--- src/rtl/pool_ctrl_pkg.sv ---
// Shared types and defaults for the max-pool sequencer: state enum (2-bit encoding also used
// on the debug bus) and default window geometry.
package pool_ctrl_pkg;

  localparam int unsigned StateW    = 2;
  localparam int unsigned DefNumWin = 9;
  localparam int unsigned DefCntW   = 4;

  typedef enum logic [StateW-1:0] {
    StIdle = 2'd0,
    StRun  = 2'd1,
    StWait = 2'd2,
    StHold = 2'd3
  } pool_state_e;

endpackage

--- src/rtl/pool_seq_wdog.sv ---
// Watchdog for the WAIT state: counts consecutive WAIT cycles and raises a sticky error.
// Only instantiated when POOL_SEQ_CTRL_TIMEOUT_EN is defined.
module pool_seq_wdog #(
  parameter int unsigned TIMEOUT = 64
) (
  input  logic clk,
  input  logic rst,
  input  logic in_wait,
  input  logic pool_out_vld,
  output logic fire,
  output logic err_timeout
);

  localparam int unsigned WdogW = $clog2(TIMEOUT + 1);
  localparam logic [WdogW-1:0] LastCnt = WdogW'(TIMEOUT - 1);

  logic [WdogW-1:0] cnt_q, cnt_d;
  logic             err_q, err_d;

  // Fires on the TIMEOUT-th consecutive WAIT cycle that still has no completion strobe.
  assign fire        = in_wait & ~pool_out_vld & (cnt_q == LastCnt);
  assign err_timeout = err_q;

  always_comb begin
    cnt_d = '0;
    err_d = err_q | fire;
    if (in_wait && !fire) begin
      cnt_d = cnt_q + 1'b1;
    end
  end

  always_ff @(posedge clk) begin
    if (rst) begin
      cnt_q <= '0;
      err_q <= 1'b0;
    end else begin
      cnt_q <= cnt_d;
      err_q <= err_d;
    end
  end

endmodule

--- src/rtl/pool_seq_ctrl.sv ---
// Sequencer for the 2x2 max-pool datapath: accept conv frame, strobe NUM_WIN windows, wait for
// completion, hold pooled frame for downstream. Optional watchdog: POOL_SEQ_CTRL_TIMEOUT_EN.
module pool_seq_ctrl
  import pool_ctrl_pkg::*;
#(
  parameter int unsigned NUM_WIN = DefNumWin,
  parameter int unsigned CNT_W   = DefCntW,
  parameter int unsigned TIMEOUT = 64,
  parameter int unsigned FCNT_W  = 16
) (
  input  logic              clk,
  input  logic              rst,
  input  logic              up_vld,
  output logic              up_rdy,
  output logic              lat_en,
  output logic              pool_in_vld,
  output logic [CNT_W-1:0]  pool_win_idx,
  input  logic              pool_out_vld,
  output logic              dn_vld,
  input  logic              dn_rdy,
  output logic              busy,
  output logic [FCNT_W-1:0] frame_cnt,
  output logic              err_timeout
);

  if (NUM_WIN < 1 || NUM_WIN > (32'd1 << CNT_W) || TIMEOUT < 1) begin : g_param_check
    $error("pool_seq_ctrl: NUM_WIN must fit in CNT_W bits and TIMEOUT must be nonzero");
  end

  localparam logic [CNT_W-1:0] LastWin = CNT_W'(NUM_WIN - 1);

  pool_state_e       state_q, state_d;
  logic [CNT_W-1:0]  win_idx_q, win_idx_d;
  logic [FCNT_W-1:0] frame_cnt_q, frame_cnt_d;
  logic              wdog_fire;

`ifdef POOL_SEQ_CTRL_TIMEOUT_EN
  logic in_wait;
  assign in_wait = (state_q == StWait);

  pool_seq_wdog #(
    .TIMEOUT (TIMEOUT)
  ) u_wdog (
    .clk          (clk),
    .rst          (rst),
    .in_wait      (in_wait),
    .pool_out_vld (pool_out_vld),
    .fire         (wdog_fire),
    .err_timeout  (err_timeout)
  );
`else
  assign wdog_fire   = 1'b0;
  assign err_timeout = 1'b0;
`endif

  always_comb begin
    state_d     = state_q;
    win_idx_d   = win_idx_q;
    frame_cnt_d = frame_cnt_q;
    unique case (state_q)
      StIdle: begin
        if (up_vld) begin
          state_d   = StRun;
          win_idx_d = '0;
        end
      end
      StRun: begin
        if (win_idx_q == LastWin) begin
          state_d   = StWait;
          win_idx_d = '0;
        end else begin
          win_idx_d = win_idx_q + 1'b1;
        end
      end
      StWait: begin
        // Completion wins over a same-cycle watchdog expiry.
        if (pool_out_vld) begin
          state_d = StHold;
        end else if (wdog_fire) begin
          state_d = StIdle;
        end
      end
      StHold: begin
        if (dn_rdy) begin
          state_d     = StIdle;
          frame_cnt_d = frame_cnt_q + 1'b1;
        end
      end
      default: state_d = StIdle;
    endcase
  end

  always_ff @(posedge clk) begin
    if (rst) begin
      state_q     <= StIdle;
      win_idx_q   <= '0;
      frame_cnt_q <= '0;
    end else begin
      state_q     <= state_d;
      win_idx_q   <= win_idx_d;
      frame_cnt_q <= frame_cnt_d;
    end
  end

  assign up_rdy       = (state_q == StIdle) & ~rst;
  assign lat_en       = up_vld & up_rdy;
  assign pool_in_vld  = (state_q == StRun);
  assign dn_vld       = (state_q == StHold);
  assign busy         = (state_q != StIdle);
  assign pool_win_idx = win_idx_q;
  assign frame_cnt    = frame_cnt_q;

endmodule

--- config.mk ---
export PLATFORM = sky130hd
export DESIGN_NAME = pool_seq_ctrl
export DESIGN_NICKNAME = d
export VERILOG_FILES = /design/src/rtl/pool_ctrl_pkg.sv /design/src/rtl/pool_seq_wdog.sv /design/src/rtl/pool_seq_ctrl.sv
export SDC_FILE = /design/constraint.sdc
export NUM_CORES = 1
export LEC_CHECK = 0
export ABC_AREA = 1
export CAP_MARGIN = 20
export CORE_MARGIN = 3
export CORE_UTILIZATION = 25
export CTS_CLUSTER_DIAMETER = 200
export DETAILED_ROUTE_END_ITERATION = 10
export PLACE_DENSITY_LB_ADDON = 0.05
export SLEW_MARGIN = 20
export SYNTH_ARGS = -nofsm -noshare
export SYNTH_HDL_FRONTEND = slang
export SYNTH_SLANG_ARGS = --single-unit
--- constraint.sdc ---
create_clock -name clk -period 2 [get_ports clk]
set_clock_uncertainty 0.1 [all_clocks]
set_input_delay 0.4 -clock clk [delete_from_list [all_inputs] [get_ports clk]]
set_output_delay 0.4 -clock clk [all_outputs]
set_load 0.1 [all_outputs]
==> impl_metrics.json <==
{
  "met2_usage_pct": 17.9,
  "num-fill-cells": 497,
  "layout-drive-gt1-share_pct": 26.2,
  "seqPwrFrac_pct": 27.4,
  "dr.pass1.iters": 4,
  "rr_endpoint": "pool_win_idx[2]$_SDFFE_PP0P_",
  "fmax_ghz": 0.521,
  "use_met1_pct": 13.5,
  "regArea_um2": 445,
  "layout.nets": 239,
  "grt_pass1_vias": 1180,
  "track_usage_pct": 10.8,
  "clk_pin_slew_worst_paths_ns": 0.08,
  "diodes": 0,
  "port_buffers": 29,
  "cts-htree-levels": 1,
  "hold_path_depth": 2,
  "setup_viol": 0,
  "swShare_pct": 46.6,
  "ys_warn_count": 0,
  "finalNonFillerCells": 292,
  "met3_usage_pct": 2.67,
  "critPathRequiredTime_ns": 1.50,
  "dp_hpwl_um": 2470,
  "crit_path_end_kind": "primary output",
  "cts_root_buf": "clkbuf_8",
  "synth_flop_cell": "dfxtp_1",
  "drtIter0Drc": 53,
  "period_share_pct": 96.1,
  "cts_buffers": 3,
  "internal_power_w": 0.00101,
  "reg2reg_slack_ns": 0.35,
  "ys_seq_elements": 22,
  "synth_area_leaders": "dfxtp_1 35%, nand2_1 12%, nor2_1 10%",
  "finalHoldViolCount": 0,
  "syn-cell-area_um2": 1270,
  "die_x_um": 77.3,
  "place_area_um2": 1930,
  "holdBufCountCts": 0,
  "netSwitchingPower_w": 0.000880,
  "area_delta_synth_final_pct": 57.8,
  "async_reset_ff_share_pct": 0,
  "syn_nets": 202,
  "vias_per_cell": 4.24,
  "syn_avg_cell_area_um2": 6.70,
  "powerDensity_nw_per_um2": 941,
  "min_path_type": "reg2reg",
  "insertion_delay_ns": 0.26,
  "overflow": 0,
  "start_util_pct": 26.4,
  "drc": 0,
  "synth_cell_types": 24,
  "crit_arrival_ns": 1.42,
  "multi_input_area_um2": 736,
  "cts_buffer_depth": 2,
  "die_h_um": 77.3,
  "io_pins": 31,
  "outcome": "finished, final reports clean",
  "ir_worst_vdd_v": 0.00106,
  "synth_enable_flop_cells": 0,
  "place.gp.congestion": 0.804,
  "busiest_layer": "met2",
  "hold_end": "state_q[1]$_SDFFE_PP0P_",
  "reg2reg_depth": 10,
  "clock-sinks": 22,
  "grt_pass1_wl_um": 5310,
  "worstSetupPathType": "reg2out",
  "totalWireLength_um": 3080,
  "holdWs_ns": 0.423,
  "wl_per_cell_um": 10.6,
  "dp_cells": 287,
  "yosysTopAreaCellShare_pct": 34.6,
  "core_um2": 4820,
  "rows": 25,
  "final_area_um2": 2010,
  "tns_ns": 0,
  "max-cap-violations": 0,
  "worstReg2RegStart": "state_q[1]$_SDFFE_PP0P_",
  "combPwrFrac_pct": 58.1,
  "start_kind": "flop",
  "final_antenna_net_count": 0,
  "num_vias": 1237,
  "hp-start": "state_q[1]$_SDFFE_PP0P_",
  "yosysSeqAreaShare_pct": 34.6,
  "syn_inst": 190,
  "post-synth-top-area-cell": "dfxtp_1",
  "dieArea_um2": 5980,
  "p_clk_share_pct": 14.5,
  "final-max-slew-violation-count": 0,
  "period_minus_slack_ns": 1.92,
  "tritoncts": "built",
  "grt_antenna_before_repair": 0,
  "p_leak_nw": 0.851,
  "critPathMaxFanout": 4,
  "grt_max_degree": 12
}
## layer usage
metal	share of wire [%]	up-vias
met5	0	-
met4	0.71	0
met3	3.7	2
met2	48	19
met1	47	561
li1	-	655
## power groups by stage
stage	Sequential, W	Combinational [W]	Clock, W
global route	0.000526	0.00117	0.000308
detailed placement	0.000517	0.00100	0
global placement	0.000514	0.000987	0
floorplan	0.000577	0.000602	0
finish	0.000518	0.00110	0.000274
CTS	0.000507	0.00100	0.000288
## flip-flops by register name (all words and copies together), names as in the netlist
register,count
frame_cnt,16
pool_win_idx,4
state_q,2
## logic make-up (layout without fill, tap and decap cells)
| family | after synthesis | in the layout | synth area share [%] |
|---|---|---|---|
| AND/OR/NAND/NOR | 109 | 109 | 39.8 |
| buffers and inverters | 32 | 67 | 10.0 |
| flip-flops | 22 | 22 | 34.6 |
| XOR/XNOR | 3 | 3 | 2.07 |
| AO/OA/AOI/OAI | 16 | 16 | 6.29 |
| adder cells (fa/ha/maj) | 7 | 7 | 6.88 |
| other | 1 | 1 | 0.295 |
## synth_stat cells, types with 3 or more instances
| cell type | instances |
|---|---|
| ha_1 | 7 |
| nand4_1 | 4 |
| nor2_2 | 5 |
| nand2_1 | 42 |
| nand3_1 | 11 |
| inv_2 | 3 |
| inv_1 | 25 |
| o21ai_0 | 7 |
| dfxtp_1 | 22 |
| xor2_1 | 3 |
| nor2_1 | 35 |
| a21oi_1 | 9 |
| buf_2 | 3 |
## how the worst max path moves through the flow
stage                            startpoint     end  cells after the start
floorplan           state_q[0]$_SDFFE_PP0P_  lat_en                      4
global placement                        rst  lat_en                      3
detailed placement                      rst  lat_en                      3
CTS                 state_q[0]$_SDFFE_PP0P_  lat_en                      6
global route        state_q[0]$_SDFFE_PP0P_  lat_en                      5
finish              state_q[0]$_SDFFE_PP0P_  lat_en                      5
## cell type report
| cell class | instances | area share, % |
|---|---|---|
| clock buffers | 3 | 2.06 |
| inverters | 28 | 5.42 |
| multi-input cells | 136 | 36.6 |
| flip-flops and latches | 22 | 22.2 |
| well taps | 67 | 4.17 |
| repair buffers | 36 | 29.5 |
## worst max-delay path, cell delays in order (launching register included)
cell,delay (ns)
dfxtp_4,0.36
inv_2,0.08
ha_4,0.15
clkinvlp_4,0.14
nor3_4,0.23
buf_12,0.20
## placed cells by master, fill, tap and decap left out
master           Yosys  layout
dfxtp_4              0       1
ha_1                 7       6
nand3b_2             1       1
nand3_1             11      11
and2_1               1       1
nor2_8               1       1
inv_2                3       5
a21oi_1              9       9
nand3b_1             1       1
nand2_1             42      42
clkinvlp_4           0       1
nor3_4               0       1
nor2_4               0       1
conb_1               1       1
xor2_1               3       3
dfxtp_2              0       1
nand2_2              2       2
nor2_1              35      34
nand4_1              4       4
nor2_2               5       5
ha_4                 0       1
clkbuf_8             0       3
nor3_1               2       1
buf_12               0      25
nand3_2              2       2
o21ai_0              7       7
dfxtp_1             22      20
inv_1               25      22
buf_4                1       7
clkdlybuf4s50_1      0       4
nor3b_2              1       1
or2_2                1       1
## repair_timing
item | in CTS | in global routing
endpoints found under the setup margin | 0 | 2
gates resized for setup | 0 | 8
setup buffers | 0 | 3
## stage by stage
stage,util [%],setup WS [ns],power (W)
floorplan,-,-0.411,0.00118
global placement,40.1,0.142,0.00150
detailed placement,40.1,0.114,0.00152
CTS,40.9,0.0386,0.00180
global route,41.7,-0.00192,0.00200
finish,41.7,0.0789,0.00189
No activity file was read; power rests on OpenSTA's default activity.
